File: src/rtl/reg_bank_rw_if.sv
// Request/response bundle for the register bank: requester drives master side,
// the bank sits on the slave side.
interface reg_bank_rw_if #(
  parameter int DATA_W = 16,
  parameter int DEPTH  = 8
);
  localparam int ADDR_W = (DEPTH > 2) ? $clog2(DEPTH) : 1;

  logic                  req;
  logic                  read_write;
  logic [ADDR_W-1:0]     addr;
  logic [DATA_W-1:0]     in;
  logic [DATA_W/8-1:0]   be;
  logic                  clear;
  logic [DATA_W-1:0]     out;
  logic                  out_valid;
  logic                  busy;
  logic                  err;

  modport master (
    output req, read_write, addr, in, be, clear,
    input  out, out_valid, busy, err
  );

  modport slave (
    input  req, read_write, addr, in, be, clear,
    output out, out_valid, busy, err
  );
endinterface

File: src/rtl/reg_bank_rw.sv
// Single-port scratch register bank: byte-enabled writes, registered reads,
// out-of-range rejection and a self-timed sweep that zeroes every word.
module reg_bank_rw #(
  parameter int DATA_W = 16,
  parameter int DEPTH  = 8
) (
  input  logic         clk,
  input  logic         reset,
  reg_bank_rw_if.slave bus
);
  localparam int ADDR_W    = (DEPTH > 2) ? $clog2(DEPTH) : 1;
  localparam int NUM_LANES = DATA_W / 8;

  typedef enum logic {IDLE, CLEAR} state_t;

  state_t                         state_q, state_d;
  logic [ADDR_W-1:0]              ptr_q, ptr_d;
  logic [DEPTH-1:0][DATA_W-1:0]   mem_q;
  logic [DATA_W-1:0]              out_q, rd_word, wr_word;
  logic                           out_valid_q, err_q;
  logic                           in_range, acc_rd, acc_wr, rej;

  // Extra bit so DEPTH itself is representable when DEPTH is a power of two.
  assign in_range = ({1'b0, bus.addr} < (ADDR_W+1)'(DEPTH));
  assign rd_word  = in_range ? mem_q[bus.addr] : '0;

  for (genvar g = 0; g < NUM_LANES; g++) begin : g_lane
    assign wr_word[8*g +: 8] = bus.be[g] ? bus.in[8*g +: 8] : rd_word[8*g +: 8];
  end

  always_comb begin
    state_d = state_q;
    ptr_d   = ptr_q;
    acc_rd  = 1'b0;
    acc_wr  = 1'b0;
    rej     = 1'b0;
    case (state_q)
      IDLE: begin
        if (bus.clear) begin
          state_d = CLEAR;
          ptr_d   = '0;
          rej     = bus.req;
        end else if (bus.req) begin
          if (!in_range)          rej    = 1'b1;
          else if (bus.read_write) acc_wr = 1'b1;
          else                    acc_rd = 1'b1;
        end
      end
      CLEAR: begin
        // clear is deliberately ignored here: the sweep never restarts.
        rej = bus.req;
        if (ptr_q == ADDR_W'(DEPTH-1)) state_d = IDLE;
        else                           ptr_d   = ptr_q + 1'b1;
      end
      default: state_d = IDLE;
    endcase
  end

  always_ff @(posedge clk) begin
    if (reset) begin
      state_q     <= IDLE;
      ptr_q       <= '0;
      mem_q       <= '0;
      out_q       <= '0;
      out_valid_q <= 1'b0;
      err_q       <= 1'b0;
    end else begin
      state_q     <= state_d;
      ptr_q       <= ptr_d;
      out_valid_q <= acc_rd;
      err_q       <= rej;
      if (acc_rd)            out_q          <= rd_word;
      if (acc_wr)            mem_q[bus.addr] <= wr_word;
      if (state_q == CLEAR)  mem_q[ptr_q]   <= '0;
    end
  end

  assign bus.out       = out_q;
  assign bus.out_valid = out_valid_q;
  assign bus.err       = err_q;
  assign bus.busy      = (state_q == CLEAR);
endmodule

File: src/flat_wrapper.sv
// flat-port wrapper written by rule: the top's interface ports become plain ports
module reg_bank_rw_flat 
#(
  parameter int DATA_W = 16,
  parameter int DEPTH  = 8
)
  (clk, reset, bus_req, bus_read_write, bus_addr, bus_in, bus_be, bus_clear, bus_out, bus_out_valid, bus_busy, bus_err);
  reg_bank_rw_if #(.DATA_W(DATA_W), .DEPTH(DEPTH)) bus_i ();
  input  logic clk;
  input  logic reset;
  input wire logic [$bits(bus_i.req)-1:0] bus_req;
  input wire logic [$bits(bus_i.read_write)-1:0] bus_read_write;
  input wire logic [$bits(bus_i.addr)-1:0] bus_addr;
  input wire logic [$bits(bus_i.in)-1:0] bus_in;
  input wire logic [$bits(bus_i.be)-1:0] bus_be;
  input wire logic [$bits(bus_i.clear)-1:0] bus_clear;
  output wire logic [$bits(bus_i.out)-1:0] bus_out;
  output wire logic [$bits(bus_i.out_valid)-1:0] bus_out_valid;
  output wire logic [$bits(bus_i.busy)-1:0] bus_busy;
  output wire logic [$bits(bus_i.err)-1:0] bus_err;
  assign bus_i.req = bus_req;
  assign bus_i.read_write = bus_read_write;
  assign bus_i.addr = bus_addr;
  assign bus_i.in = bus_in;
  assign bus_i.be = bus_be;
  assign bus_i.clear = bus_clear;
  assign bus_out = bus_i.out;
  assign bus_out_valid = bus_i.out_valid;
  assign bus_busy = bus_i.busy;
  assign bus_err = bus_i.err;
  reg_bank_rw #(.DATA_W(DATA_W), .DEPTH(DEPTH)) u_core (.clk(clk), .reset(reset), .bus(bus_i));
endmodule
File: config.mk
export PLATFORM = sky130hd
export DESIGN_NAME = reg_bank_rw_flat
export DESIGN_NICKNAME = d
export VERILOG_FILES = /design/src/rtl/reg_bank_rw_if.sv /design/src/rtl/reg_bank_rw.sv /design/src/flat_wrapper.sv
export SDC_FILE = /design/constraint.sdc
export NUM_CORES = 1
export LEC_CHECK = 0
export CORE_MARGIN = 2
export CORE_UTILIZATION = 30
export CTS_CLUSTER_SIZE = 8
export DETAILED_ROUTE_END_ITERATION = 12
export HOLD_SLACK_MARGIN = 0.15
export PLACE_DENSITY_LB_ADDON = 0.2
export SYNTH_ARGS = -nofsm -noshare
export SYNTH_HDL_FRONTEND = slang
export SYNTH_SLANG_ARGS = --single-unit
export TNS_END_PERCENT = 10
File: constraint.sdc
create_clock -name clk -period 2.6 [get_ports clk]
set_input_delay 0.39 -clock clk [delete_from_list [all_inputs] [get_ports clk]]
set_output_delay 0.39 -clock clk [all_outputs]
set_load 0.005 [all_outputs]
==> metrics.txt <==
ys flop type dfxtp_1; Design Area, Final 7780 µm²; diodes inserted 0; Post-CTS Resized 0; via/cell ratio 5.16; Area growth, synth to finish 24.4%; register area 3000 µm²; Worst Reg-to-Reg Cells 6; most frequent cells in the layout 150 x dfxtp_1, 142 x nand2_1, 119 x o21ai_0; Max Freq 0.450 GHz; vias in the first global route 5078; Final Power 0.00535 W; Final Worst Setup Slack 377 ps; final wirelength 18800 µm; worst IR drop on VDD 398 µV; P_leak 2.79 nW; total track usage 17.9%; Avg Cell Area, Syn 9.53 µm²; CTS root buf clkbuf_16; Slew @ Worst Pin 716 ps; CP Launch Type flop; antenna-violating nets left 0; Final Hold Fails 0; # setup viols final 0; Setup crit end kind output port; initial core utilization 30.7%; Die H 148 µm; post-CTS setup buffer count 0; Core Rows 52; CP arrival 1830 ps; H-tree depth 4; reg2reg start u_core.bus.busy$_SDFF_PP0_; TritonCTS clock tree done; setup TNS 0 ps; Max-Slew Margin vs Limit 52.2%; CP Max Fanout 22; Max Root-Sink Buffers 2; number of fill cells 1985; power share of the clock group 48.9%; Worst-Skew Late Latency 420 ps; most common library cell in the layout ignoring fill and taps dfxtp_1; Hold WC Path Type flop to flop; Nets 740; fin crit share 85.5%; status finished clean; Synth Cell Area 6250 µm²; Reg2Reg Setup Slack 580 ps; Hold Path End u_core.mem_q[76]$_SDFF_PP0_; clock sink count 150; DRC 0; Max Slew Vio Count 0; core area 20400 µm²; largest net degree at the start of global routing 31; die width 148 µm; sequential share of power 43.7%; DIE AREA 22000 µm²; Synth Register Bits 150; initial DRC count 368; area occupied by multi-input gates 3030 µm²; share of the synthesized area in the top cell type 48.0%; sequential fraction of the synthesis area 48.0%; pwr dens 687 nW/µm²; CP cell instances clkdlybuf4s50_1; routed vias 5132; Slowest cell on crit path dfxtp_1; Crit Path Category flop to output port; grt ovf 0; Yosys cell types 47; cell count after synthesis 656; worst hold path stage count 2; Area contributors post-synth dfxtp_1 48%, o21ai_0 9.5%, nand2_1 8.5%; min Tclk post-route 2220 ps; number of flops mapped to enable cells by yosys 0; Syn Nets 684; net switching power figure 0.00122 W; 1st-pass router iterations 5; proportion of layout cells with a drive suffix above 1 18.1%; CTS buffer count 17; CP max stage delay 780 ps; P_int 0.00413 W; DR WL/cell 18.9 µm; worst path bufs/invs 1; Clock transition at path regs 60 ps; Max-cap violations 0; DP HPWL 12500 µm; Async SR Flop Fraction 0%; synthesis warning total 0; first-pass GRT wire length 29500 µm; Setup WS pre-CTS 171 ps; Top Ports 45; RSZ-0062 raised after global routing no; input/output buffers 44; post-synth top area cell dfxtp_1; Hold WS 451 ps; initial antenna violation count 0; combinational share of power 7.5%; HP Start u_core.mem_q[76]$_SDFF_PP0_; crit-path leading delay family flip-flops; reg2reg end u_core.mem_q[7]$_SDFF_PP0_; routability cong. 0.808; Sw Share 22.8%; placed inst area 7150 µm²; Worst EP required 2210 ps; Hold-fix buffers, CTS 0; Setup Skew 8.55 ps
==> routing by layer <==
metal  global-route usage [%]  wire [µm]
met1                     23.3       8430
met2                     29.7       8860
met3                     3.22       1080
met4                     6.90        448
met5                        0          0
==> state kept, by name, summed over array words and instances, names as in the netlist <==
signal,flops
u_core.bus.busy,1
u_core.bus.out,16
u_core.bus.out_valid,1
u_core.ptr_q,3
u_core.mem_q,128
u_core.bus.err,1
==> worst max-delay path by stage <==
stage                                    start                      endpoint  slack [ps]  cells past startpoint
global placement                   bus_addr[0]   u_core.mem_q[15]$_SDFF_PP0_         260                      5
detailed placement                 bus_addr[0]    u_core.mem_q[5]$_SDFF_PP0_         170                      5
CTS                 u_core.bus.busy$_SDFF_PP0_                      bus_busy         360                      1
finish              u_core.bus.busy$_SDFF_PP0_                      bus_busy         380                      1
global route        u_core.bus.busy$_SDFF_PP0_                      bus_busy         260                      1
floorplan                          bus_addr[1]  u_core.mem_q[104]$_SDFF_PP0_         640                      6
==> cells by family (layout without fill, tap and decap cells) <==
logic type                 Yosys count  in the layout  synth area share (%)
muxes                               65             65                  15.8
and+or+nand+nor                    216            216                  15.4
AOI/OAI and AO/OA                  171            171                  16.6
adders and majority gates            2              2                 0.400
DFF                                150            150                  48.0
buffers and inverters               52            120                  3.72
==> synthesized netlist by cell type (5+ instances only) <==
cell type / count
o22ai_1: 5
or3_1: 6
nand2_1: 142
mux4_2: 17
o31ai_1: 8
o21ai_0: 119
clkbuf_1: 31
or4_1: 6
nor3_1: 8
buf_2: 12
a22o_1: 5
a311oi_2: 7
mux2i_1: 20
nor2_1: 27
mux2_2: 19
dfxtp_1: 150
a21oi_1: 7
mux2i_4: 8
o31a_1: 5
==> stage by stage <==
step | instances | util [%]
after floorplan | 656 | -
after CTS | 994 | 38.2
after detailed placement | 963 | 35.1
after global routing | 994 | 38.2
after global placement | 963 | 35.1
final | 994 | 38.2
==> power groups by stage <==
stage	clock network [W]	logic, W	registers (W)
3_3_place_gp	0	0.000395	0.00238
4_1_cts	0.00265	0.000401	0.00234
3_5_place_dp	0	0.000400	0.00239
5_1_grt	0.00277	0.000425	0.00234
6_report	0.00261	0.000399	0.00234
2_1_floorplan	0	0.000219	0.00238
==> layout make-up <==
type                    instances  area share (%)
flip-flops and latches        150            38.6
multi-input cells             454            38.9
inverters                       3           0.145
well taps                     270            4.34
repair buffers                 86            9.91
clock inverters                12            2.25
clock buffers                  19            5.82
No activity file was read; power rests on OpenSTA's default activity.
